--- src/rtl/mem_arb_pkg.sv ---
// Shared definitions for the memory port arbiter.
// Contents: core count, address/data widths, the core id type, the read-tag
// record carried down the tag pipe, and a helper turning a core id into a
// one-hot core mask.
package mem_arb_pkg;

    localparam int NCORE      = 4;
    localparam int AW         = 15;
    localparam int DW         = 16;
    localparam int RD_LAT_MAX = 7;

    typedef logic [1:0] core_id_t;

    // One stage of the read-tag pipe: which core is owed the returning word.
    typedef struct packed {
        logic     valid;
        core_id_t id;
    } tag_t;

    function automatic logic [NCORE-1:0] id_to_onehot(input core_id_t id);
        logic [NCORE-1:0] oh;
        oh = 4'b0001 << id;
        return oh;
    endfunction

endpackage

--- src/rtl/mem_port_arbiter_rr_pick4.sv ---
// rr_pick4: combinational round-robin picker for four requesters.
// Ports:
//   eligible_i  in  4  requesters allowed to win this cycle
//   rr_ptr_i    in  2  highest-priority requester this cycle
//   grant_o     out 4  one-hot winner (zero when nothing is eligible)
//   id_o        out 2  index of the winner (0 when nothing is eligible)
//   any_o       out 1  a winner exists
module rr_pick4
    import mem_arb_pkg::*;
(
    input  logic [NCORE-1:0] eligible_i,
    input  core_id_t         rr_ptr_i,
    output logic [NCORE-1:0] grant_o,
    output core_id_t         id_o,
    output logic             any_o
);

    // Scan rr_ptr, rr_ptr+1, ... (2-bit wrap) and take the first eligible core.
    always_comb begin
        core_id_t idx;
        grant_o = 4'b0000;
        id_o    = 2'd0;
        any_o   = 1'b0;
        idx     = 2'd0;
        for (int k = 0; k < NCORE; k++) begin
            idx = rr_ptr_i + core_id_t'(k);
            if (!any_o && eligible_i[idx]) begin
                any_o        = 1'b1;
                grant_o[idx] = 1'b1;
                id_o         = idx;
            end else begin
                any_o = any_o;
            end
        end
    end

endmodule

--- src/rtl/mem_port_arbiter.sv ---
// mem_port_arbiter: round-robin sharing of mem's single read/write port among
// four cores. One command is accepted per cycle, registered toward mem, and
// each read is tagged so the returning word is routed back to its issuer.
// Optional feature macro: MEM_ARB_WRITE_PRIO_EN (pending stores win over loads).
// Ports:
//   clk, rst                  clock, synchronous active-high reset
//   req_valid/req_wen         per-core request and store flag (4)
//   req_addr/req_wdata        per-core payloads, core i at [i*W +: W]
//   grant, stall              combinational one-hot grant; req_valid & ~grant
//   mem_ready                 mem can take a command this cycle
//   mem_valid/wen/addr/wdata  registered command toward mem
//   mem_rdata                 read word, RD_LAT cycles after a read command
//   rsp_valid, rsp_data       registered one-cycle response to the issuing core
module mem_port_arbiter
    import mem_arb_pkg::*;
#(
    parameter int RD_LAT = 2
) (
    input  logic                clk,
    input  logic                rst,
    input  logic [NCORE-1:0]    req_valid,
    input  logic [NCORE-1:0]    req_wen,
    input  logic [NCORE*AW-1:0] req_addr,
    input  logic [NCORE*DW-1:0] req_wdata,
    output logic [NCORE-1:0]    grant,
    output logic [NCORE-1:0]    stall,
    input  logic                mem_ready,
    output logic                mem_valid,
    output logic                mem_wen,
    output logic [AW-1:0]       mem_addr,
    output logic [DW-1:0]       mem_wdata,
    input  logic [DW-1:0]       mem_rdata,
    output logic [NCORE-1:0]    rsp_valid,
    output logic [DW-1:0]       rsp_data
);

    core_id_t               rr_ptr_q, rr_ptr_d;
    logic                   mem_valid_q, mem_valid_d;
    logic                   mem_wen_q, mem_wen_d;
    logic [AW-1:0]          mem_addr_q, mem_addr_d;
    logic [DW-1:0]          mem_wdata_q, mem_wdata_d;
    core_id_t               cmd_id_q, cmd_id_d;
    tag_t [RD_LAT-1:0]      tag_q, tag_d;
    logic [NCORE-1:0]       rsp_valid_q, rsp_valid_d;
    logic [DW-1:0]          rsp_data_q, rsp_data_d;

    logic [NCORE-1:0]       eligible_s;
    logic [NCORE-1:0]       pick_grant_s;
    core_id_t               pick_id_s;
    logic                   pick_any_s;
    logic                   grant_en_s;
    logic                   gnt_any_s;

    // Select which pending requests may compete this cycle.
    always_comb begin
`ifdef MEM_ARB_WRITE_PRIO_EN
        // Any pending store shuts loads out; round-robin then runs among stores.
        if (|(req_valid & req_wen)) begin
            eligible_s = req_valid & req_wen;
        end else begin
            eligible_s = req_valid;
        end
`else
        eligible_s = req_valid;
`endif
    end

    rr_pick4 u_pick (
        .eligible_i (eligible_s),
        .rr_ptr_i   (rr_ptr_q),
        .grant_o    (pick_grant_s),
        .id_o       (pick_id_s),
        .any_o      (pick_any_s)
    );

    // Gate the picker: nothing is granted while mem is busy or in reset.
    always_comb begin
        grant_en_s = mem_ready & ~rst;
        gnt_any_s  = grant_en_s & pick_any_s;
        if (grant_en_s) begin
            grant = pick_grant_s;
        end else begin
            grant = 4'b0000;
        end
        stall = req_valid & ~grant;
    end

    // Next state for the pointer, command registers, tag pipe and response.
    always_comb begin
        rr_ptr_d    = rr_ptr_q;
        mem_valid_d = gnt_any_s;
        mem_wen_d   = mem_wen_q;
        mem_addr_d  = mem_addr_q;
        mem_wdata_d = mem_wdata_q;
        cmd_id_d    = cmd_id_q;
        if (gnt_any_s) begin
            rr_ptr_d    = pick_id_s + 2'd1;
            mem_wen_d   = req_wen[pick_id_s];
            mem_addr_d  = req_addr[int'(pick_id_s)*AW +: AW];
            mem_wdata_d = req_wdata[int'(pick_id_s)*DW +: DW];
            cmd_id_d    = pick_id_s;
        end else begin
            rr_ptr_d = rr_ptr_q;
        end

        // Only reads enter the pipe as valid; stores never produce a response.
        tag_d    = tag_q;
        tag_d[0] = tag_t'{valid: mem_valid_q & ~mem_wen_q, id: cmd_id_q};
        for (int i = 1; i < RD_LAT; i++) begin
            tag_d[i] = tag_q[i-1];
        end

        // Last stage lines up with mem_rdata; capture it as a one-cycle pulse.
        if (tag_q[RD_LAT-1].valid) begin
            rsp_valid_d = id_to_onehot(tag_q[RD_LAT-1].id);
            rsp_data_d  = mem_rdata;
        end else begin
            rsp_valid_d = 4'b0000;
            rsp_data_d  = rsp_data_q;
        end
    end

    // State registers with synchronous reset; reset also flushes the tag pipe.
    always_ff @(posedge clk) begin
        if (rst) begin
            rr_ptr_q    <= 2'd0;
            mem_valid_q <= 1'b0;
            mem_wen_q   <= 1'b0;
            mem_addr_q  <= 15'd0;
            mem_wdata_q <= 16'd0;
            cmd_id_q    <= 2'd0;
            tag_q       <= '0;
            rsp_valid_q <= 4'b0000;
            rsp_data_q  <= 16'd0;
        end else begin
            rr_ptr_q    <= rr_ptr_d;
            mem_valid_q <= mem_valid_d;
            mem_wen_q   <= mem_wen_d;
            mem_addr_q  <= mem_addr_d;
            mem_wdata_q <= mem_wdata_d;
            cmd_id_q    <= cmd_id_d;
            tag_q       <= tag_d;
            rsp_valid_q <= rsp_valid_d;
            rsp_data_q  <= rsp_data_d;
        end
    end

    assign mem_valid = mem_valid_q;
    assign mem_wen   = mem_wen_q;
    assign mem_addr  = mem_addr_q;
    assign mem_wdata = mem_wdata_q;
    assign rsp_valid = rsp_valid_q;
    assign rsp_data  = rsp_data_q;

endmodule

--- config.mk ---
export PLATFORM = sky130hd
export DESIGN_NAME = mem_port_arbiter
export DESIGN_NICKNAME = d
export VERILOG_FILES = /design/src/rtl/mem_arb_pkg.sv /design/src/rtl/mem_port_arbiter_rr_pick4.sv /design/src/rtl/mem_port_arbiter.sv
export SDC_FILE = /design/constraint.sdc
export NUM_CORES = 1
export LEC_CHECK = 0
export CAP_MARGIN = 5
export CELL_PAD_IN_SITES_DETAIL_PLACEMENT = 1
export CELL_PAD_IN_SITES_GLOBAL_PLACEMENT = 2
export CORE_UTILIZATION = 21
export CTS_CLUSTER_DIAMETER = 30
export CTS_CLUSTER_SIZE = 16
export DETAILED_ROUTE_END_ITERATION = 8
export HOLD_SLACK_MARGIN = 0.03
export PLACE_DENSITY_LB_ADDON = 0.2
export REMOVE_ABC_BUFFERS = 1
export SLEW_MARGIN = 0
export SYNTH_ARGS = -nofsm -noshare
export SYNTH_HDL_FRONTEND = slang
export SYNTH_HIERARCHICAL = 1
export SYNTH_SLANG_ARGS = --single-unit
--- constraint.sdc ---
create_clock -name clk -period 4.2 [get_ports clk]
set_clock_uncertainty 0.15 [all_clocks]
set_input_delay 0.84 -clock clk [delete_from_list [all_inputs] [get_ports clk]]
set_output_delay 0.84 -clock clk [all_outputs]
set_load 0.03 [all_outputs]
==> flow_summary.toml <==
[outcome]
status = "completed"

[drt]
wl_per_cell_microns = 15.9
first_pass_iters = 4
first_iter_violations = 63
ant_nets = 0
drc = 0
drt_wl_total_microns = 11900
via_per_inst = 4.42
vias = 3308

[critical_path]
cp_max_fo = 10
critPathKind = "in2out"
cp.arrival_ns = 3.01
cp.required_ns = 3.21
endpoint_kind = "primary output"
startpoint_type = "input port"

[job]
max_cap_viol_count = 0

[global_route]
grt_max_degree = 40
grt_usage_pct = 13.9
grt_overflow = 0
grt_pass1_wl_microns = 17500
grt_pass1_vias = 3443
antenna_found_initial = 0

[clocking]
cts_tree = "done"
cts_setup_buffers = 0
clock_sinks = 63
clkSlewWorstSetupHoldPaths_ns = 0.05
cts_root_buf = "clkbuf_16"
cts_buffers = 9
h-tree-depth = 3
clkLatencyLatePin_ns = 0.33
cts_resized = 0
cts_hold_buf = 0
clock_path_buffers = 2

[pwr]
power_density_nw_per_um2 = 540
vdd_drop_max_mv = 0.223
p_total_uw = 3290
power.leakage_uw = 0.00229

[placed_design]
place_congestion = 0.805
dp.cells = 734
dp_hpwl_microns = 9110
portBuffers = 211

[cells_and_area]
antennaDiodeCount = 0
mostFrequentLayoutCells = "203 x clkdlybuf4s50_1, 63 x dfxtp_1, 53 x nor2_1"
fin_util_pct = 37.9
drive_gt1_share_pct = 10.3
final_common_cell = "clkdlybuf4s50_1"
nNetsFinal = 685
instances_no_fill = 749
synthToLayoutAreaGrowth_pct = 74.5
final.fill_count = 1764

[synth]
synth_edf_count = 0
yosys_warnings = 6
syn-mean-instance-area_sq_um = 10.8
synth.area.mux_share_pct = 29.5
synth_top_family_by_area = "multiplexers"
synthArstFlopShare_pct = 0
synthAdderAreaFrac_pct = 1.79
synthCells = 322
ys.flop_type = "dfxtp_1"
yosysSeqAreaShare_pct = 36.2
synth-simple-area-share_pct = 12.0
synth_cell_types = 42
synth-compound-area-share_pct = 13.2
ys_ff_latch = 63
synth_area_sq_um = 3490
synth-xor-area-share_pct = 0.251

[sta]
fmax_mhz = 250
drv_slew = 0
rsz0062_at_grt = "no"
setup_violations = 0
slew_headroom_pct = 31.0
tightest_slew_ns = 1.03
hold_viol = 0
fin_crit_sh_pct = 95.3
fin_crit_ns = 4.00
fin_setup_tns_ns = 0

[floorplan]
ioPinCount = 212
rows = 46
die_height_microns = 131
dieArea_sq_um = 17100
start_util_pct = 21.7
core_sq_um = 16100
die_x_microns = 131

[hold_path]
hold_class = "reg2reg"
## final timing paths
path	from	endpoint	slack, ns	cells after the start
worst max-delay path	req_valid[3]	stall[2]	0.20	8
worst min-delay path	tag_d[4]$_SDFF_PP0_	tag_q[4]$_SDFF_PP0_	0.28	1
worst max register to register	rr_ptr_q[1]$_SDFFE_PP0P_	mem_wdata[3]$_SDFFE_PP0P_	0.79	9
worst min register to register	tag_d[4]$_SDFF_PP0_	tag_q[4]$_SDFF_PP0_	0.28	1
## report_power, final
group / total [uW] / internal [uW] / leakage (uW) / switching [uW]
clock: 806 / 532 / 0.000147 / 274
sequential: 836 / 744 / 0.000516 / 91.3
combinational: 1650 / 817 / 0.00162 / 830
## registers in the layout, indices dropped and copies added, names as in the netlist
signal	cells
mem_wdata	16
rsp_data	16
mem_addr	15
rsp_valid	4
tag_d	3
tag_q	3
cmd_id_q	2
rr_ptr_q	2
mem_valid	1
mem_wen	1
## through the flow
| step | hold WS (ns) | cell area, sq um | setup slack, ns |
|---|---|---|---|
| CTS | 0.283 | 6080 | 0.183 |
| global placement | 0.271 | 5760 | 0.259 |
| finish | 0.282 | 6080 | 0.197 |
| floorplan | 0.264 | 3260 | -5.01 |
| detailed placement | 0.275 | 5760 | 0.181 |
| global route | 0.303 | 6080 | 0.0354 |
## layer usage
metal	global-route usage (%)	wire [microns]	up-vias
met3	6.88	1410	12
met1	14.4	4660	1523
met2	23.9	5620	162
met4	5.68	196	0
met5	0	0	-
li1	-	-	1611
## synthesized netlist by cell type, types with 3 or more instances
library cell / n / share of area (%)
dfxtp_1: 63 / 36
nor2_1: 53 / 5.7
mux2i_1: 49 / 14
a221o_1: 32 / 9.2
mux2_1: 20 / 6.5
mux2_4: 12 / 5.2
nor2b_1: 10 / 1.8
a22oi_1: 8 / 1.7
buf_6: 6 / 1.9
o21ai_0: 6 / 0.86
clkbuf_1: 5 / 0.54
ha_1: 5 / 1.8
inv_1: 5 / 0.54
and2_1: 4 / 0.72
buf_12: 4 / 2.3
buf_4: 4 / 0.86
mux2_2: 3 / 0.97
## kinds of logic (layout without fill, tap and decap cells)
logic type	after synthesis	after routing
fa+ha+maj	5	5
buf+inv	30	241
xor+xnor	1	1
compound gates	53	53
flops	63	63
simple gates	82	82
mux	88	88
## cell type report
| type | count | area [sq um] | area share, % |
|---|---|---|---|
| Clock buffer | 10 | 239 | 3.93 |
| Clock inverter | 5 | 82.6 | 1.36 |
| Inverter | 5 | 18.8 | 0.309 |
| Multi-Input combinational cell | 229 | 2010 | 33.0 |
| Sequential cell | 63 | 1260 | 20.7 |
| Tap cell | 216 | 270 | 4.44 |
| Timing Repair Buffer | 221 | 2200 | 36.2 |
## critical path, cell delays in order
cell             delay (ns)
clkdlybuf4s50_1        0.52
mux4_2                 0.64
nor4b_4                0.41
a22oi_1                0.11
o21ai_0                0.10
and2_1                 0.17
nor2b_1                0.05
buf_4                  0.16
No activity file was read; power rests on OpenSTA's default activity.
==> patch, RTL diff (config.mk and constraints unchanged) <==
Take the reset off `mem_wdata_q` and load it in a clocked block of its own.
--- a/src/rtl/mem_port_arbiter.sv
+++ b/src/rtl/mem_port_arbiter.sv
@@ -127,7 +127,6 @@
             mem_valid_q <= 1'b0;
             mem_wen_q   <= 1'b0;
             mem_addr_q  <= 15'd0;
-            mem_wdata_q <= 16'd0;
             cmd_id_q    <= 2'd0;
             tag_q       <= '0;
             rsp_valid_q <= 4'b0000;
@@ -137,12 +136,15 @@
             mem_valid_q <= mem_valid_d;
             mem_wen_q   <= mem_wen_d;
             mem_addr_q  <= mem_addr_d;
-            mem_wdata_q <= mem_wdata_d;
             cmd_id_q    <= cmd_id_d;
             tag_q       <= tag_d;
             rsp_valid_q <= rsp_valid_d;
             rsp_data_q  <= rsp_data_d;
         end
+    end
+
+    always_ff @(posedge clk) begin
+        mem_wdata_q <= mem_wdata_d;
     end
 
     assign mem_valid = mem_valid_q;
Check against the original RTL: differs if rst is asserted again (counterexample within 4 cycles, from zero or initial values and one cycle with rst high); with rst held inactive, the same outputs for 10 cycles.
==> patch against the unedited design <==
  * Design area is 1.9% lower
  * Total power is 30% lower
  * Maximum frequency is 0.66% lower
  * Sequential cell count stayed put
  * Critical path depth stayed put
  * Wire length is 1.4% lower
  * Count of clock-buffer cells in the layout stayed put
  * Largest cell class unchanged
  * Setup slack worse by 0.027 ns
  * Critical path type unchanged
  * Sequential share of layout area is 3.1 points higher
  * Area after synthesis is 1.8% lower
  * Worst hold slack better by 0.0069 ns
==> patch: results (changes against the unedited design) <==
stage;metric;value;unit;change
cells_and_area;antenna_cells;0;;unchanged
cells_and_area;fin_nets;638;;-6.9%
drt;first_pass_iters;4;;unchanged
placed_design;place_congestion;0.696;;-14%
drt;drt_iter0_markers;47;;-25%
min_path;hp-class;reg2reg;;
synthesis;ys_top_cells_by_count;mux2i_1 (49), dfxtp_1 (47), nor2_1 (20);;
clock_network;cts_buffers;9;;unchanged
clock_network;htreeDepth;3;;unchanged
drt;ant_nets;0;;unchanged
sta;worst_pin_slew;0.998;ns;-0.0361 ns
clock_network;clkSlewWorstSetupHoldPaths;0.05;ns;about the same
setup_path;worstRegToRegCells;10;;+1
global_route;antenna_found_initial;0;;unchanged
cells_and_area;drive_gt1_frac;0.121;;+0.0180
global_route;grt_usage;0.136;;-0.00258
drt;wl_per_cell;16.7;µm;+5.1%
min_path;whs_path_depth;1;;unchanged
synthesis;async_flop_share;0;;unchanged
placed_design;post-place-ws;0.189;ns;+0.00782 ns
clock_network;clockRootBuffer;clkbuf_16;;
drt;vias;3084;;-6.8%
clock_network;clock_latency;0.32;ns;
placed_design;port_buffers;211;;unchanged
global_route;grt_pass1_vias;3326;;-3.4%
global_route;grt_max_degree;43;;+7.5%
power_and_ir_drop;ir_drop;0.000183;V;-18%
clock_network;cts_resized;0;;unchanged
setup_path;arrival;3.04;ns;+0.03 ns
synthesis;yosys_warnings;6;;unchanged
clock_network;clockBufferDepth;2;;unchanged
power_and_ir_drop;leakage;2.15;nW;-6.0%
synthesis;synth-seq-area-share;0.415;;+0.0534
synthesis;synth_area_leaders;dfxtp_1 (27%), mux2i_1 (14%), edfxtp_1 (14%), mux4_2 (11%), o221ai_1 (4.1%);;
global_route;grt_pass1_wl;17200;µm;-2.1%
setup_path;worst-path-max-fanout;10;;unchanged
placed_design;hpwl;8970;µm;-1.5%
cells_and_area;fillers;1711;;-3.0%
clock_network;post-cts-setup-buffer-count;0;;unchanged
outcome;status;completed;;
synthesis;yosysUniqueCellTypes;42;;unchanged
synthesis;synth_edf_count;16;;+16
-- patch: power by group --
| part | leakage [nW] | total, mW | switching (mW) | internal (mW) |
|---|---|---|---|---|
| Clock | 0.142 | 0.731 | 0.274 | 0.457 |
| Combinational | 1.47 | 0.844 | 0.401 | 0.443 |
| Sequential | 0.534 | 0.734 | 0.0312 | 0.703 |
-- patch: layout make-up --
class                      instances  area [µm²]  area share
timing repair buffer             219        2160       0.363
multi-input combinational        183        1800       0.301
sequential                        63        1420       0.238
tap                              216         270      0.0453
clock buffer                      10         229      0.0384
clock inverter                     6        61.3      0.0103
inverter                           6        25.0     0.00419
-- patch: worst paths after layout --
check / startpoint / endpoint / slack, ns
worst max-delay path: req_valid[2] / stall[0] / 0.17
worst min-delay path: tag_d[3] / tag_q[3] / 0.29
worst max register to register: rr_ptr_q[1] / mem_addr[8] / 0.97
worst min register to register: tag_d[3] / tag_q[3] / 0.29
-- patch: stage by stage --
stage / instance area [µm²] / utilization / TNS, ns / std cells
final: 5970 / 0.376 / 0 / 703
after global routing: 5970 / 0.376 / 0 / 703
after CTS: 5970 / 0.376 / 0 / 703
after detailed placement: 5680 / 0.357 / 0 / 687
after global placement: 5680 / 0.357 / 0 / 687
after floorplan: 3230 / - / -138.68 / 252
-- patch: metal layers --
metal,GRT usage,share of wire
met1,0.139,0.39
met2,0.246,0.49
met3,0.0512,0.11
met4,0.0616,0.018
met5,0,0
-- patch: worst max-delay path, stage by stage --
cell and delay, ns:
clkdlybuf4s50_1 0.50, mux4_2 0.64, nor4b_4 0.42, a22oi_1 0.14, o21ai_0 0.11, and2_1 0.17, nor2b_1 0.06, buf_4 0.16
-- patch: kinds of logic after synthesis --
| logic type | after synthesis | share of synthesized area |
|---|---|---|
| and+or+nand+nor | 69 | 0.128 |
| xor gates and xnor gates | 1 | 0.00256 |
| DFF | 63 | 0.415 |
| buffers and inverters | 27 | 0.0643 |
| adders and majority gates | 5 | 0.0183 |
| muxes | 72 | 0.289 |
| AOI/OAI and AO/OA | 36 | 0.0822 |
